$ cat config.mk
export PLATFORM = sky130hd
export DESIGN_NAME = gpr_bank
export DESIGN_NICKNAME = d
export VERILOG_FILES = /design/src/rtl/gpr_pkg.sv /design/src/rtl/gpr_clr_fsm.sv /design/src/rtl/gpr_bank.sv
export SDC_FILE = /design/constraint.sdc
export NUM_CORES = 1
export LEC_CHECK = 0
export CORE_ASPECT_RATIO = 1.25
export CORE_UTILIZATION = 49
export DETAILED_ROUTE_END_ITERATION = 10
export MAX_ROUTING_LAYER = met4
export PLACE_DENSITY = 0.74
export SYNTH_ARGS = -nofsm -noshare
export SYNTH_HDL_FRONTEND = slang
export SYNTH_SLANG_ARGS = --single-unit
$ cat constraint.sdc
create_clock -name clk -period 15.45 [get_ports clk]
set_clock_uncertainty 0.1 [all_clocks]
set_input_delay 3.8625 -clock clk [delete_from_list [all_inputs] [get_ports clk]]
set_output_delay 3.8625 -clock clk [all_outputs]
set_load 0.02 [all_outputs]
$ cat src/rtl/gpr_pkg.sv
// gpr_pkg: shared constants for the GPR bank.
// Holds the power-on rank defaults, the lookup helper and the clear FSM state type.
// Optional feature macro used by the bank: GPR_BYPASS_EN (write-through read forwarding).
package gpr_pkg;

  // Number of entries that carry a non-zero power-on rank value.
  localparam int NUM_RANK_DEFAULTS = 12;

  // Power-on rank values for entries 0..11; every higher entry defaults to zero.
  localparam logic [7:0] RANK_DEFAULTS [NUM_RANK_DEFAULTS] = '{
    8'd12, 8'd8,  8'd8,  8'd8,
    8'd8,  8'd12, 8'd12, 8'd30,
    8'd30, 8'd30, 8'd12, 8'd10
  };

  // Clear sequencer states.
  typedef enum logic [1:0] {
    IDLE  = 2'd0,
    CLEAR = 2'd1,
    DONE  = 2'd2
  } clr_state_e;

  // Default value of entry idx, zero-extended and masked to bw bits.
  function automatic logic [31:0] rank_default(input int idx, input int bw);
    logic [31:0] v;
    v = '0;
    if ((idx >= 0) && (idx < NUM_RANK_DEFAULTS)) begin
      v = {24'd0, RANK_DEFAULTS[4'(idx)]};
    end
    if (bw < 32) begin
      v = v & ((32'd1 << bw) - 32'd1);
    end
    return v;
  endfunction

endpackage

$ cat src/rtl/gpr_clr_fsm.sv
// gpr_clr_fsm: sequential clear engine for gpr_bank.
// Walks the index from 0 to COUNT-1, one entry per cycle, asking the bank to
// restore each entry to its rank default, then pulses done for one cycle.
module gpr_clr_fsm
  import gpr_pkg::*;
#(
  parameter  int COUNT = 32,
  localparam int ADDR  = $clog2(COUNT)
) (
  input  logic            clk,
  input  logic            reset,
  input  logic            i_clr_req,
  output logic            o_clr_busy,
  output logic            o_clr_done,
  output logic            o_clr_wr,
  output logic [ADDR-1:0] o_clr_idx
);

  localparam logic [ADDR-1:0] LAST_IDX = ADDR'(COUNT - 1);

  clr_state_e      r_state;
  clr_state_e      w_state_next;
  logic [ADDR-1:0] r_idx;
  logic [ADDR-1:0] w_idx_next;

  // State and index registers; reset aborts any sequence in flight.
  always_ff @(posedge clk or posedge reset) begin
    if (reset) begin
      r_state <= IDLE;
      r_idx   <= '0;
    end else begin
      r_state <= w_state_next;
      r_idx   <= w_idx_next;
    end
  end

  // Next-state, index advance and strobes; request is only honoured in IDLE.
  always_comb begin
    w_state_next = r_state;
    w_idx_next   = r_idx;
    o_clr_busy   = 1'b0;
    o_clr_done   = 1'b0;
    o_clr_wr     = 1'b0;
    case (r_state)
      IDLE: begin
        if (i_clr_req) begin
          w_state_next = CLEAR;
          w_idx_next   = '0;
        end
      end
      CLEAR: begin
        o_clr_busy = 1'b1;
        o_clr_wr   = 1'b1;
        if (r_idx == LAST_IDX) begin
          w_state_next = DONE;
          w_idx_next   = '0;
        end else begin
          w_idx_next = r_idx + 1'b1;
        end
      end
      DONE: begin
        o_clr_done   = 1'b1;
        w_state_next = IDLE;
      end
      default: begin
        w_state_next = IDLE;
        w_idx_next   = '0;
      end
    endcase
  end

  assign o_clr_idx = r_idx;

endmodule

$ cat src/rtl/gpr_bank.sv
// gpr_bank: parametrised multi-port GPR bank with pending scoreboard and
// sequential clear engine. Writers are the rank-update datapath, readers the
// arbitration logic. Optional macro GPR_BYPASS_EN adds write-through forwarding
// of same-cycle writes onto the read ports.
module gpr_bank
  import gpr_pkg::*;
#(
  parameter  int BW    = 6,
  parameter  int COUNT = 32,
  parameter  int NWR   = 2,
  parameter  int NRD   = 2,
  localparam int ADDR  = $clog2(COUNT)
) (
  input  logic                clk,
  input  logic                reset,
  input  logic [NWR-1:0]      we_n,
  input  logic [NWR*ADDR-1:0] w_addr,
  input  logic [NWR*BW-1:0]   w_data,
  input  logic [NRD*ADDR-1:0] r_addr,
  output logic [NRD*BW-1:0]   r_data,
  output logic [NRD-1:0]      r_pend,
  input  logic                rsv_en,
  input  logic [ADDR-1:0]     rsv_addr,
  input  logic                clr_req,
  output logic                clr_busy,
  output logic                clr_done
);

  // Parameter sanity: the rank table needs at least 12 entries and 5-bit values.
  if (BW < 5) begin : g_bw_check
    $error("gpr_bank: BW must be at least 5");
  end
  if (COUNT < 12) begin : g_count_check
    $error("gpr_bank: COUNT must be at least 12");
  end

  // One more bit than an address so COUNT itself is representable.
  localparam logic [ADDR:0] COUNT_L = (ADDR + 1)'(COUNT);

  // Clear engine interface.
  logic            w_clr_busy;
  logic            w_clr_done;
  logic            w_clr_wr;
  logic [ADDR-1:0] w_clr_idx;

  // Write ports after decode: external traffic is dropped while clearing.
  logic [NWR-1:0]  w_wr_en;
  logic [ADDR-1:0] w_wr_addr [NWR];
  logic [BW-1:0]   w_wr_data [NWR];
  logic            w_rsv_act;

  // Storage view shared by all read ports.
  logic [BW-1:0]    w_mem [COUNT];
  logic [COUNT-1:0] w_pend;

  gpr_clr_fsm #(
    .COUNT(COUNT)
  ) u_clr_fsm (
    .clk       (clk),
    .reset     (reset),
    .i_clr_req (clr_req),
    .o_clr_busy(w_clr_busy),
    .o_clr_done(w_clr_done),
    .o_clr_wr  (w_clr_wr),
    .o_clr_idx (w_clr_idx)
  );

  assign clr_busy  = w_clr_busy;
  assign clr_done  = w_clr_done;
  assign w_rsv_act = rsv_en & ~w_clr_busy;

  genvar gi;

  // Unpack write ports; out-of-range addresses never enable a write.
  for (gi = 0; gi < NWR; gi++) begin : g_wr_port
    assign w_wr_addr[gi] = w_addr[gi*ADDR +: ADDR];
    assign w_wr_data[gi] = w_data[gi*BW +: BW];
    assign w_wr_en[gi]   = ~we_n[gi] & ~w_clr_busy &
                           ({1'b0, w_wr_addr[gi]} < COUNT_L);
  end

  // One register plus pending bit per entry, each with its own rank default.
  for (gi = 0; gi < COUNT; gi++) begin : g_entry
    localparam logic [ADDR-1:0] MY_ADDR = ADDR'(gi);
    localparam logic [BW-1:0]   DEF_VAL = BW'(rank_default(gi, BW));

    logic [BW-1:0] r_val;
    logic [BW-1:0] w_val_next;
    logic          r_pend_bit;
    logic          w_pend_next;

    // Next value: clear strobe first, then writes in port order (highest wins),
    // then reserve which overrides the write's pending release.
    always_comb begin
      w_val_next  = r_val;
      w_pend_next = r_pend_bit;
      if (w_clr_wr && (w_clr_idx == MY_ADDR)) begin
        w_val_next  = DEF_VAL;
        w_pend_next = 1'b0;
      end else begin
        for (int k = 0; k < NWR; k++) begin
          if (w_wr_en[k] && (w_wr_addr[k] == MY_ADDR)) begin
            w_val_next  = w_wr_data[k];
            w_pend_next = 1'b0;
          end
        end
        if (w_rsv_act && (rsv_addr == MY_ADDR)) begin
          w_pend_next = 1'b1;
        end
      end
    end

    // Entry state; reset restores the rank default and clears pending.
    always_ff @(posedge clk or posedge reset) begin
      if (reset) begin
        r_val      <= DEF_VAL;
        r_pend_bit <= 1'b0;
      end else begin
        r_val      <= w_val_next;
        r_pend_bit <= w_pend_next;
      end
    end

    assign w_mem[gi]  = r_val;
    assign w_pend[gi] = r_pend_bit;
  end

  // Combinational read ports; out-of-range addresses read as zero, not pending.
  for (gi = 0; gi < NRD; gi++) begin : g_rd_port
    logic [ADDR-1:0] w_ra;
    logic [BW-1:0]   w_rd;
    logic            w_rp;

    assign w_ra = r_addr[gi*ADDR +: ADDR];

    // Stored value, optionally overridden by a same-cycle write to the address.
    always_comb begin
      w_rd = '0;
      w_rp = 1'b0;
      if ({1'b0, w_ra} < COUNT_L) begin
        w_rd = w_mem[w_ra];
        w_rp = w_pend[w_ra];
      end
`ifdef GPR_BYPASS_EN
      // w_wr_en is already low while clearing, so forwarding stops then too.
      for (int k = 0; k < NWR; k++) begin
        if (w_wr_en[k] && (w_wr_addr[k] == w_ra)) begin
          w_rd = w_wr_data[k];
          w_rp = w_rsv_act && (rsv_addr == w_ra);
        end
      end
`endif
    end

    assign r_data[gi*BW +: BW] = w_rd;
    assign r_pend[gi]          = w_rp;
  end

endmodule

# ---- Word-level counts from Yosys, hierarchy flattened
# Index checks and enable logic that the tools add are counted.
dict set report classes {
  n_addsub 1
  n_lt_le_gt_ge 4
  eq_ne 128
  muxes 242
  n_bitwise 9
  n_reduce_logical 199
}
# op count
set ops {}
lappend ops {{6-bit 2-to-1 mux} 100}
lappend ops {{5-bit == test, second input constant} 64}
lappend ops {{5-bit by 4-bit == test with 1-bit output, second input constant} 32}
lappend ops {{1-bit 2-to-1 mux} 132}
lappend ops {{1-bit logical AND} 128}
lappend ops {{4-bit nonzero test} 32}
lappend ops {{3-bit nonzero test} 32}
lappend ops {{5-bit by 3-bit == test with 1-bit output, second input constant} 16}
lappend ops {{6-bit binary-select mux with 5-bit select} 2}
lappend ops {{5-bit by 2-bit == test with 1-bit output, second input constant} 8}
lappend ops {{5-bit by 1-bit == test with 1-bit output, second input constant} 4}
lappend ops {{5-bit logical NOT} 4}
lappend ops {{5-bit case mux with 3 select lines} 1}
lappend ops {{6-bit >= comparator, second input constant} 2}
lappend ops {{5-bit by 6-bit less-than comparator with 1-bit output, second input constant} 2}
lappend ops {{5-bit NOT with 6-bit output} 2}
lappend ops {{1-bit binary-select mux with 5-bit select} 2}
lappend ops {{5-bit 2-to-1 mux} 2}
lappend ops {{5-bit by 1-bit adder with 5-bit output, second input constant} 1}
lappend ops {{2-bit 2-to-1 mux} 2}
lappend ops {{2-bit != test, second input constant} 2}
lappend ops {{1-bit NOT} 4}
lappend ops {{2-bit case mux with 2 select lines} 1}
lappend ops {{2-bit AND reduction} 2}
lappend ops {{other kinds (4)} 6}
dict set report totals {
  register_bits 231
  inputBits 43
  elab_cells 649
}

# ---- Logic depth before layout (Yosys ltp)
# Gate-level depths: netlist (run 1).
dict set report depth {
  depth_word 9
  depth_mapped 9
  ltp_nobuf 7
}

# ---- Cells and area by module
# A second synthesis (run 1) with hierarchy kept.
dict set report unflattened {
  cells_unflattened 1518
  hier_area_um2 16299.4
}
# module n_inst cells_each area_per_inst_um2 seq_area_each_um2
set by_module_without_submodules {}
lappend by_module_without_submodules {gpr_bank 1 1487 15939.0 5622.9}
lappend by_module_without_submodules {gpr_clr_fsm 1 31 360.3 175.2}

# ---- Worst setup path after synthesis (run 1)
# No wires, ideal clock.
dict set report synth_timing {
  path_type {input to output}
  startpoint {input port r_addr[7]}
  endpoint {output port r_pend[1]}
  t_arrival_ps 5790
  slack_ps 5698
  path_stages 5
  cell_sequence {clkbuf_1 mux4_2 mux4_2 mux2_2 buf_4}
}
dict set report synth_between {
  elab_chain_len 2
}
# item line_no
set synth_rtl {}
lappend synth_rtl {{from (decl)} gpr_bank.sv:19} ;# input logic [NRD*ADDR-1:0] r_addr,
lappend synth_rtl {{1-bit binary-select mux with 5-bit select} gpr_bank.sv:142} ;# w_rp = w_pend[w_ra];
lappend synth_rtl {{1-bit 2-to-1 mux (implied by the code)} gpr_bank.sv:142}
lappend synth_rtl {{to (decl)} gpr_bank.sv:21} ;# output logic [NRD-1:0] r_pend,
# Every way passes these cells. The select of a mux whose other input is x is not followed.

# ---- Worst setup path after layout (run 1)
dict set report layout_timing {
  startpoint {input port r_addr[2]}
  endpoint {output port r_data[1]}
}
dict set report layout_between {
  elab_chain_len 4
}
# item line_no
set layout_rtl {}
lappend layout_rtl {{5-bit NOT with 6-bit output (implied by the code)} gpr_bank.sv:141} ;# w_rd = w_mem[w_ra];
lappend layout_rtl {{6-bit binary-select mux with 5-bit select} gpr_bank.sv:141}
lappend layout_rtl {{6-bit 2-to-1 mux (implied by the code) (2 in series)} gpr_bank.sv:141}
lappend layout_rtl {{to (decl)} gpr_bank.sv:20} ;# output logic [NRD*BW-1:0] r_data,
# Every way passes these cells. The select of a mux whose other input is x is not followed.

==> metrics.cfg, run 1 <==
[yosys]
yosys.area.top_type_share_pct = 33.7
yosys.cell_types.count = 70
syn_inst = 1325
synth_area_per_cell_sq_um = 12.2
yosysWarnings = 0
synthesis.nets = 1375
synthArstFlopShare_pct = 100
synth_ff_type = dfrtp_1
syn-cell-area_sq_um = 16100
synth_top_cell_by_area = dfrtp_1
yosysSeqAreaShare_pct = 36.0
ys_seq_elements = 231
synth_edf_count = 0
synth_area_leaders = dfrtp_1, mux4_2, mux2i_1

[cts]
post_cts_resized = 0
hold_buffers = 0
clockRootBuffer = clkbuf_16
cts.clk_slew.worst_paths_ns = 0.06
cts_max_level = 1
clockBufferDepth = 3
clk_latency_ns = 0.55
cts_buffers = 26
cts.sink_count = 231
cts_setup_buffers = 0
cts_tree = yes

[critical_path]
cp.required_ns = 11.49
reg2regPathDepth = 7
r2r-end = g_entry[9].r_val[0]$_DFFE_PP0P_
r2r_setup_slack_ns = 11.28
worstSetupEndpointType = output port
cpMostUsedCell = mux4_2
cp_max_fo = 56
cp-start-kind = primary input
crit_family = multiplexers
worstSetupPathType = in -> out
cp_cell_sequence = buf_2, buf_4, mux4_2, mux4_2, mux2_2, clkdlybuf4s50_1
cp.arrival_ns = 6.83
slowest_stage = buf_4
crit_buf_inv = 3
r2r-start = u_clr_fsm.r_state[1]$_DFFE_PP0P_
slowest_delay_ns = 0.73

[timing]
hold_viol_final = 0
fmax_ghz = 0.0927
post-route-min-period_ns = 10.79
finalSetupViolCount = 0
grt_setup_unrepaired = false
fin_crit_sh_pct = 69.8
fin_ws_ns = 4.66
finalSetupTns_ns = 0
tightest_slew_ns = 1.26
drv_slew = 0
slew-limit-headroom_pct = 15.9

[placed_design]
gp_congestion = 1.07
dp_hpwl_um = 42800
portBuffers = 58
place_ws_ns = 4.72

[pwr]
ir_drop_v = 0.000136
power.leakage_uw = 0.00716
powerDensity_nw_per_um2 = 145

[floorplanning]
rows = 73
ios = 59
floorplan.die_area_sq_um = 33600
fp.dieH_um = 205
coreArea_sq_um = 32100
die_x_um = 164
start_util_pct = 50.3

[routing]
avgViaCountPerCell = 7.74
wl_per_cell_um = 36.3
firstDrtPassIters = 5
drcViolationCount = 0
first_iter_violations = 1778
drt-total-wl_um = 63300
vias = 13500
drt.antenna.violating_nets = 0

[min_path]
hp-class = reg -> reg
hp-start = g_entry[1].r_val[3]$_DFFE_PP1P_
holdPathEnd = g_entry[1].r_val[3]$_DFFE_PP1P_
holdPathStages = 2

[grt]
first_global_vias = 13500
grt_pass1_wl_um = 92800
antenna_found_initial = 2
grt_start_max_net_pins = 102
grt.overflow.total = 0
grtUsageTotal_pct = 40.1

[layout]
drive_gt1_share_pct = 25.1
nets = 1360
syn_to_final_growth_pct = 9.18

[run]
maxCapViolCount = 0

[run_status]
status = finished, final reports clean

where the power goes:
part           total, uW  switching [uW]  leakage [uW]  internal (uW)
combinational        875             438       0.00371            437
clock                607             268      0.000387            340
sequential          1070             259       0.00307            810
stage by stage:
stage | util [%] | hold WS, ns | instance area, sq um | power (uW) | cells
floorplan | - | 0.344 | 16100 | 1570 | 1325
global placement | 52.4 | 0.358 | 16800 | 1870 | 1694
detailed placement | 52.4 | 0.360 | 16800 | 1900 | 1694
CTS | 54.9 | 0.373 | 17600 | 2500 | 1741
global route | 54.9 | 0.411 | 17600 | 2620 | 1742
finish | 54.9 | 0.376 | 17600 | 2550 | 1743
cell type report:
cell class / count / area, sq um
sequential: 231 / 5800
fill: 2615 / 14500
timing repair buffer: 89 / 798
clock buffer: 42 / 772
tap: 412 / 515
multi-input combinational: 936 / 9570
antenna: 2 / 5.00
inverter: 26 / 106
clock inverter: 5 / 30.0
registers in the layout, summed over array words and instances (netlist names):
signal and count:
g_entry.r_val 192, g_entry.r_pend_bit 32, u_clr_fsm.o_clr_idx 5, u_clr_fsm.r_state 2
tightest hold or removal path, stage by stage, from the launching register on:
cell and delay, ns:
dfstp_2 0.38, inv_1 0.05, a2bb2oi_1 0.05
routing by layer:
| layer | share of wire [%] | track usage (%) | up-vias | wire length (um) |
|---|---|---|---|---|
| met3 | 12 | 9.17 | 355 | 7380 |
| met5 | 0 | - | - | 0 |
| li1 | - | - | 5269 | - |
| met4 | 9.5 | 29.2 | 0 | 6030 |
| met2 | 45 | 59.9 | 1119 | 28600 |
| met1 | 34 | 47.5 | 6746 | 21400 |
placed cells by master, fill, tap and decap left out, types with 8 or more instances in the layout:
cell type and n:
a22o_1 17, nand2b_1 19, a21oi_1 48, inv_1 24
mux4_2 140, nor2b_1 12, o31ai_1 36, buf_4 33
nor3_1 24, nor4_2 14, clkbuf_1 11, o2bb2ai_1 86
nand3_1 19, clkdlybuf4s50_1 54, nand4_1 25, o221a_2 8
a31oi_1 16, dfstp_2 14, nor4_1 12, mux2i_1 148
nor2_1 32, clkbuf_16 27, nor4_4 20, a211oi_1 24
and2_1 8, or2_2 11, dfrtp_1 217, mux2_2 40
nand2_1 71
kinds of logic (layout without fill, tap and decap cells):
logic type	Yosys count	in the layout	synth area share (%)
buffers and inverters	158	162	4.64
DFF	231	231	36.0
other	0	2	0
adders and majority gates	7	7	0.544
and+or+nand+nor	308	308	13.0
xor gates and xnor gates	2	2	0.109
muxes	334	334	32.0
AOI/OAI and AO/OA	285	285	13.8
cell usage after synthesis, drive strengths merged, types with 12 or more instances:
| master | n |
|---|---|
| a211oi | 26 |
| a21oi | 48 |
| a22o | 17 |
| a31oi | 16 |
| buf | 68 |
| clkbuf | 64 |
| dfrtp | 217 |
| dfstp | 14 |
| inv | 26 |
| mux2 | 46 |
| mux2i | 148 |
| mux4 | 140 |
| nand2 | 71 |
| nand2b | 19 |
| nand3 | 19 |
| nand4 | 25 |
| nor2 | 32 |
| nor2b | 12 |
| nor3 | 27 |
| nor4 | 46 |
| o2bb2ai | 86 |
| o31ai | 36 |
| or2 | 17 |
worst max path at each step:
stage          cells after the start  slack (ns)       from                           endpoint
2_1_floorplan                      1        5.18      reset  g_entry[0].r_pend_bit$_DFFE_PP0P_
3_3_place_gp                       5        4.74  r_addr[1]                          r_data[4]
3_5_place_dp                       5        4.72  r_addr[1]                          r_data[4]
4_1_cts                            5        4.73  r_addr[1]                          r_data[4]
5_1_grt                            5        4.63  r_addr[1]                          r_data[4]
6_report                           6        4.66  r_addr[2]                          r_data[1]
(Power assumes the default switching activity.)
==> run 2: changes to the inputs <==
--- a/config.mk
+++ b/config.mk
@@ -9,7 +9,7 @@
 export CORE_UTILIZATION = 49
 export DETAILED_ROUTE_END_ITERATION = 10
 export MAX_ROUTING_LAYER = met4
-export PLACE_DENSITY = 0.74
+export PLACE_DENSITY = 0.77
 export SYNTH_ARGS = -nofsm -noshare
 export SYNTH_HDL_FRONTEND = slang
 export SYNTH_SLANG_ARGS = --single-unit
==> constraint.sdc (replaced) <==
create_clock -name clk -period 9.25 [get_ports clk]
set_clock_uncertainty 0.1 [all_clocks]
set_input_delay 2.3125 -clock clk [delete_from_list [all_inputs] [get_ports clk]]
set_output_delay 2.3125 -clock clk [all_outputs]
set_load 0.02 [all_outputs]
==> run 2 against run 1 <==
Combinational power is 67% higher. Final cell count is 0.11% higher. Setup slack worse by 3.1 ns. Largest cell class unchanged. Via count is 0.22% lower. Sequential share of layout area is 0.13 points lower. Critical path type unchanged. Largest power group unchanged. Register-to-register slack worse by 6.0 ns. Wire length is 1.9% lower. Clock power is 71% higher. Cell area is 0.41% higher. Highest routed layer unchanged. Die area stayed put. Critical path depth stayed put. First-iteration DRC count is 11% higher.
==> metrics.cfg, run 2 (same netlist as run 1, synthesis figures left out) <==
[critical_path]
cp.arrival_ns = 5.30
r2r_setup_slack_ns = 5.29
cp.required_ns = 6.84
worstSetupEndpointType = output port
worstSetupPathType = in -> out
cp_max_fo = 44
cp-start-kind = primary input

[cts]
post_cts_resized = 0
cts.clk_slew.worst_paths_ns = 0.06
cts_max_level = 1
hold_buffers = 0
clk_latency_ns = 0.54
cts_tree = yes
clockRootBuffer = clkbuf_16
cts.sink_count = 231
cts_buffers = 26
clockBufferDepth = 3
cts_setup_buffers = 0

[placed_design]
dp_hpwl_um = 42500
portBuffers = 58
gp_congestion = 1.04

[timing]
holdWs_ns = 0.376
finalSetupViolCount = 0
finalSetupTns_ns = 0
slew-limit-headroom_pct = 10.0
grt_setup_unrepaired = false
post-route-min-period_ns = 7.72
hold_viol_final = 0
fmax_ghz = 0.130
fin_crit_sh_pct = 83.4
drv_slew = 0
tightest_slew_ns = 1.35

[floorplanning]
die_x_um = 164
fp.dieH_um = 205
start_util_pct = 50.3
coreArea_sq_um = 32100
floorplan.die_area_sq_um = 33600
ios = 59
rows = 73

[pwr]
ir_drop_v = 0.000184
power.leakage_uw = 0.00719
p_seq_share_pct = 41.3
total_power_uw = 4270
pwr-share-comb_pct = 34.3
power_frac_clock_pct = 24.4
powerDensity_nw_per_um2 = 242
power.net_switching_uw = 1590
swShare_pct = 37.3
intPower_uw = 2680

[routing]
drt.antenna.violating_nets = 0
drcViolationCount = 0
firstDrtPassIters = 6
drt-total-wl_um = 62100
avgViaCountPerCell = 7.71
wl_per_cell_um = 35.6
first_iter_violations = 1981
vias = 13500

[grt]
grt_pass1_wl_um = 92400
first_global_vias = 13700
grt.overflow.total = 0
grtUsageTotal_pct = 39.6
antenna_found_initial = 3
grt_start_max_net_pins = 86

[layout]
largest_register_ffs = 192
fillers = 2606
syn_to_final_growth_pct = 9.62
final_common_cell = dfrtp_1
drive_gt1_share_pct = 25.5
nets = 1361
final_cell_mix = dfrtp_1, mux2i_1, mux4_2, o2bb2ai_1, nand2_1
top_register = g_entry.r_val

[run_status]
status = finished, final reports clean

[min_path]
hp-class = reg -> reg

[run]
maxCapViolCount = 0

-- run 2: layout make-up --
class / count / area (sq um) / share of cell area [%]
Tap cell: 412 / 515 / 2.92
Inverter: 26 / 106 / 0.602
Multi-Input combinational cell: 936 / 9570 / 54.2
Clock inverter: 8 / 70.1 / 0.397
Sequential cell: 231 / 5800 / 32.8
Antenna cell: 2 / 5.00 / 0.0283
Clock buffer: 40 / 764 / 4.33
Timing Repair Buffer: 90 / 831 / 4.70
-- run 2: stage by stage --
| stage | setup slack, ns | utilization [%] | cell area, sq um | cells |
|---|---|---|---|---|
| after CTS | 1.55 | 55.1 | 17700 | 1743 |
| after global placement | 1.58 | 52.5 | 16800 | 1695 |
| final | 1.53 | 55.1 | 17700 | 1745 |
| after detailed placement | 1.55 | 52.5 | 16800 | 1695 |
| after floorplan | 0.528 | - | 16100 | 1325 |
| after global routing | 1.43 | 55.1 | 17700 | 1745 |
-- run 2: path summary, 6_finish.rpt --
check / start / endpoint / cells after the start
worst max-delay path: r_addr[6] / r_data[9] / 6
worst min-delay path: g_entry[1].r_val[3]$_DFFE_PP1P_ / g_entry[1].r_val[3]$_DFFE_PP1P_ / 2
worst min register to register: g_entry[1].r_val[3]$_DFFE_PP1P_ / g_entry[1].r_val[3]$_DFFE_PP1P_ / 2
max in group asynchronous: reset / g_entry[24].r_val[3]$_DFFE_PP0P_ / 3
min in group asynchronous: reset / g_entry[3].r_val[2]$_DFFE_PP0P_ / 2
worst max register to register: u_clr_fsm.r_state[1]$_DFFE_PP0P_ / g_entry[28].r_val[2]$_DFFE_PP0P_ / 7
-- run 2: power groups by stage --
stage / Clock [uW] / Sequential (uW) / Combinational, uW
floorplan: 0 / 1530 / 1090
CTS: 1040 / 1730 / 1420
global placement: 0 / 1730 / 1380
finish: 1040 / 1760 / 1460
global route: 1080 / 1780 / 1530
detailed placement: 0 / 1740 / 1420
-- run 2: metal layers --
layer | vias to the layer above | routed length, um | track usage, %
met4 | 0 | 6310 | 32.5
met3 | 370 | 7430 | 9.96
met5 | - | 0 | -
met1 | 6693 | 20300 | 45.0
li1 | 5264 | - | -
met2 | 1132 | 28100 | 58.7
-- run 2: critical path: stages --
cell,delay [ns]
buf_4,0.67
buf_4,0.40
mux4_2,0.52
mux4_2,0.47
mux2_2,0.32
clkdlybuf4s50_1,0.56
==> run 3: changes to the inputs <==
==> constraint.sdc (replaced) <==
create_clock -name clk -period 6.25 [get_ports clk]
set_clock_uncertainty 0.1 [all_clocks]
set_input_delay 1.5625 -clock clk [delete_from_list [all_inputs] [get_ports clk]]
set_output_delay 1.5625 -clock clk [all_outputs]
set_load 0.02 [all_outputs]
==> run 3 against run 2 <==
Sequential power grew 51%. Combinational power grew 49%. Utilization grew 0.31 points. Critical endpoint is now r_data[7]. Non-clock buffer count grew 6.
==> metrics.cfg, run 3 (same netlist as run 1, synthesis figures left out) <==
[grt]
grt.overflow.total = 0
grt_pass1_wl_um = 90500
first_global_vias = 13100
grt_start_max_net_pins = 163
grtUsageTotal_pct = 38.7
antenna_found_initial = 2

[timing]
grt_setup_unrepaired = false
fin_ws_ns = 0.561
fmax_ghz = 0.176
tightest_slew_ns = 1.16
finalSetupViolCount = 0
finalSetupTns_ns = 0
slew-limit-headroom_pct = 21.9
hold_viol_final = 0
drv_slew = 0
post-route-min-period_ns = 5.69
fin_crit_sh_pct = 91.0

[critical_path]
cp_max_fo = 16
worstSetupPathType = in -> out
cp.required_ns = 4.59
cp-start-kind = primary input
cp.arrival_ns = 4.03
worstSetupEndpointType = output port

[cts]
cts_tree = yes
clockBufferDepth = 3
cts_buffers = 26
hold_buffers = 0
clk_latency_ns = 0.56
cts.sink_count = 231
clockRootBuffer = clkbuf_16
cts.clk_slew.worst_paths_ns = 0.06
post_cts_resized = 0
cts_setup_buffers = 0
cts_max_level = 1

[floorplanning]
start_util_pct = 50.3
rows = 73
coreArea_sq_um = 32100
fp.dieH_um = 205
ios = 59
floorplan.die_area_sq_um = 33600
die_x_um = 164

[run_status]
status = finished, final reports clean

[pwr]
powerDensity_nw_per_um2 = 358
swShare_pct = 37.7
power.leakage_uw = 0.00725
intPower_uw = 3970
ir_drop_v = 0.000245
power.net_switching_uw = 2400
pwr-share-comb_pct = 34.1
p_seq_share_pct = 41.6
power_frac_clock_pct = 24.3

[layout]
final_cell_mix = dfrtp_1, mux2i_1, mux4_2, o2bb2ai_1, nand2_1
syn_to_final_growth_pct = 10.2
drive_gt1_share_pct = 25.9
nets = 1367
final_common_cell = dfrtp_1
postLayoutCoreUtil_pct = 55.4
top_register = g_entry.r_val
largest_register_ffs = 192
fillers = 2614

[routing]
avgViaCountPerCell = 7.75
vias = 13600
first_iter_violations = 2279
drt-total-wl_um = 61200
firstDrtPassIters = 8
wl_per_cell_um = 35.0
drt.antenna.violating_nets = 0
drcViolationCount = 0

[placed_design]
portBuffers = 58
place_ws_ns = 0.594
gp_congestion = 1.09
dp_hpwl_um = 43200

[run]
maxCapViolCount = 0

[min_path]
hp-class = reg -> reg

run 3: worst paths after layout:
kind | to | cells after the start | startpoint | slack, ns
hold reg to reg | g_entry[1].r_val[3]$_DFFE_PP1P_ | 2 | g_entry[1].r_val[3]$_DFFE_PP1P_ | 0.40
setup / recovery | r_data[7] | 6 | r_addr[6] | 0.56
min in group asynchronous | g_entry[10].r_val[0]$_DFFE_PP0P_ | 2 | reset | 1.23
max in group asynchronous | g_entry[18].r_val[3]$_DFFE_PP0P_ | 3 | reset | 3.53
setup reg to reg | g_entry[11].r_val[1]$_DFFE_PP0P_ | 6 | u_clr_fsm.r_state[1]$_DFFE_PP0P_ | 2.59
hold / removal | g_entry[1].r_val[3]$_DFFE_PP1P_ | 2 | g_entry[1].r_val[3]$_DFFE_PP1P_ | 0.40
run 3: final cells by class:
type                            count  area (sq um)  share of cell area (%)
Inverter                           26           103                   0.578
Clock buffer                       37           752                    4.23
Multi-Input combinational cell    936          9570                    53.9
Tap cell                          412           515                    2.90
Clock inverter                      9          85.1                   0.479
Sequential cell                   231          5800                    32.6
Timing Repair Buffer               96           938                    5.28
Antenna cell                        2          5.00                  0.0282
run 3: power by group through the flow:
stage	logic, uW	clock network, uW	registers, uW
2_1_floorplan	1610	0	2270
3_3_place_gp	2050	0	2590
3_5_place_dp	2100	0	2610
4_1_cts	2110	1550	2590
5_1_grt	2270	1600	2670
6_report	2170	1550	2650
run 3: metrics by stage:
step	std cells	instance area, sq um	power (uW)	hold WS (ns)
2_1_floorplan	1325	16100	3880	0.344
3_3_place_gp	1701	16900	4640	0.367
3_5_place_dp	1701	16900	4710	0.389
4_1_cts	1747	17800	6250	0.393
5_1_grt	1749	17800	6540	0.416
6_report	1749	17800	6370	0.399
run 3: worst max-delay path: stages:
cell and delay [ns]:
buf_4 0.28, buf_12 0.22, mux4_2 0.52, mux4_2 0.57, mux2_2 0.31, clkdlybuf4s50_1 0.54
run 3: metal layers:
| metal | share of wire [%] | GRT usage, % | wire [um] |
|---|---|---|---|
| met5 | 0 | - | 0 |
| met4 | 8.5 | 27.6 | 5200 |
| met3 | 13 | 8.95 | 7700 |
| met2 | 44 | 54.6 | 26900 |
| met1 | 35 | 48.7 | 21500 |
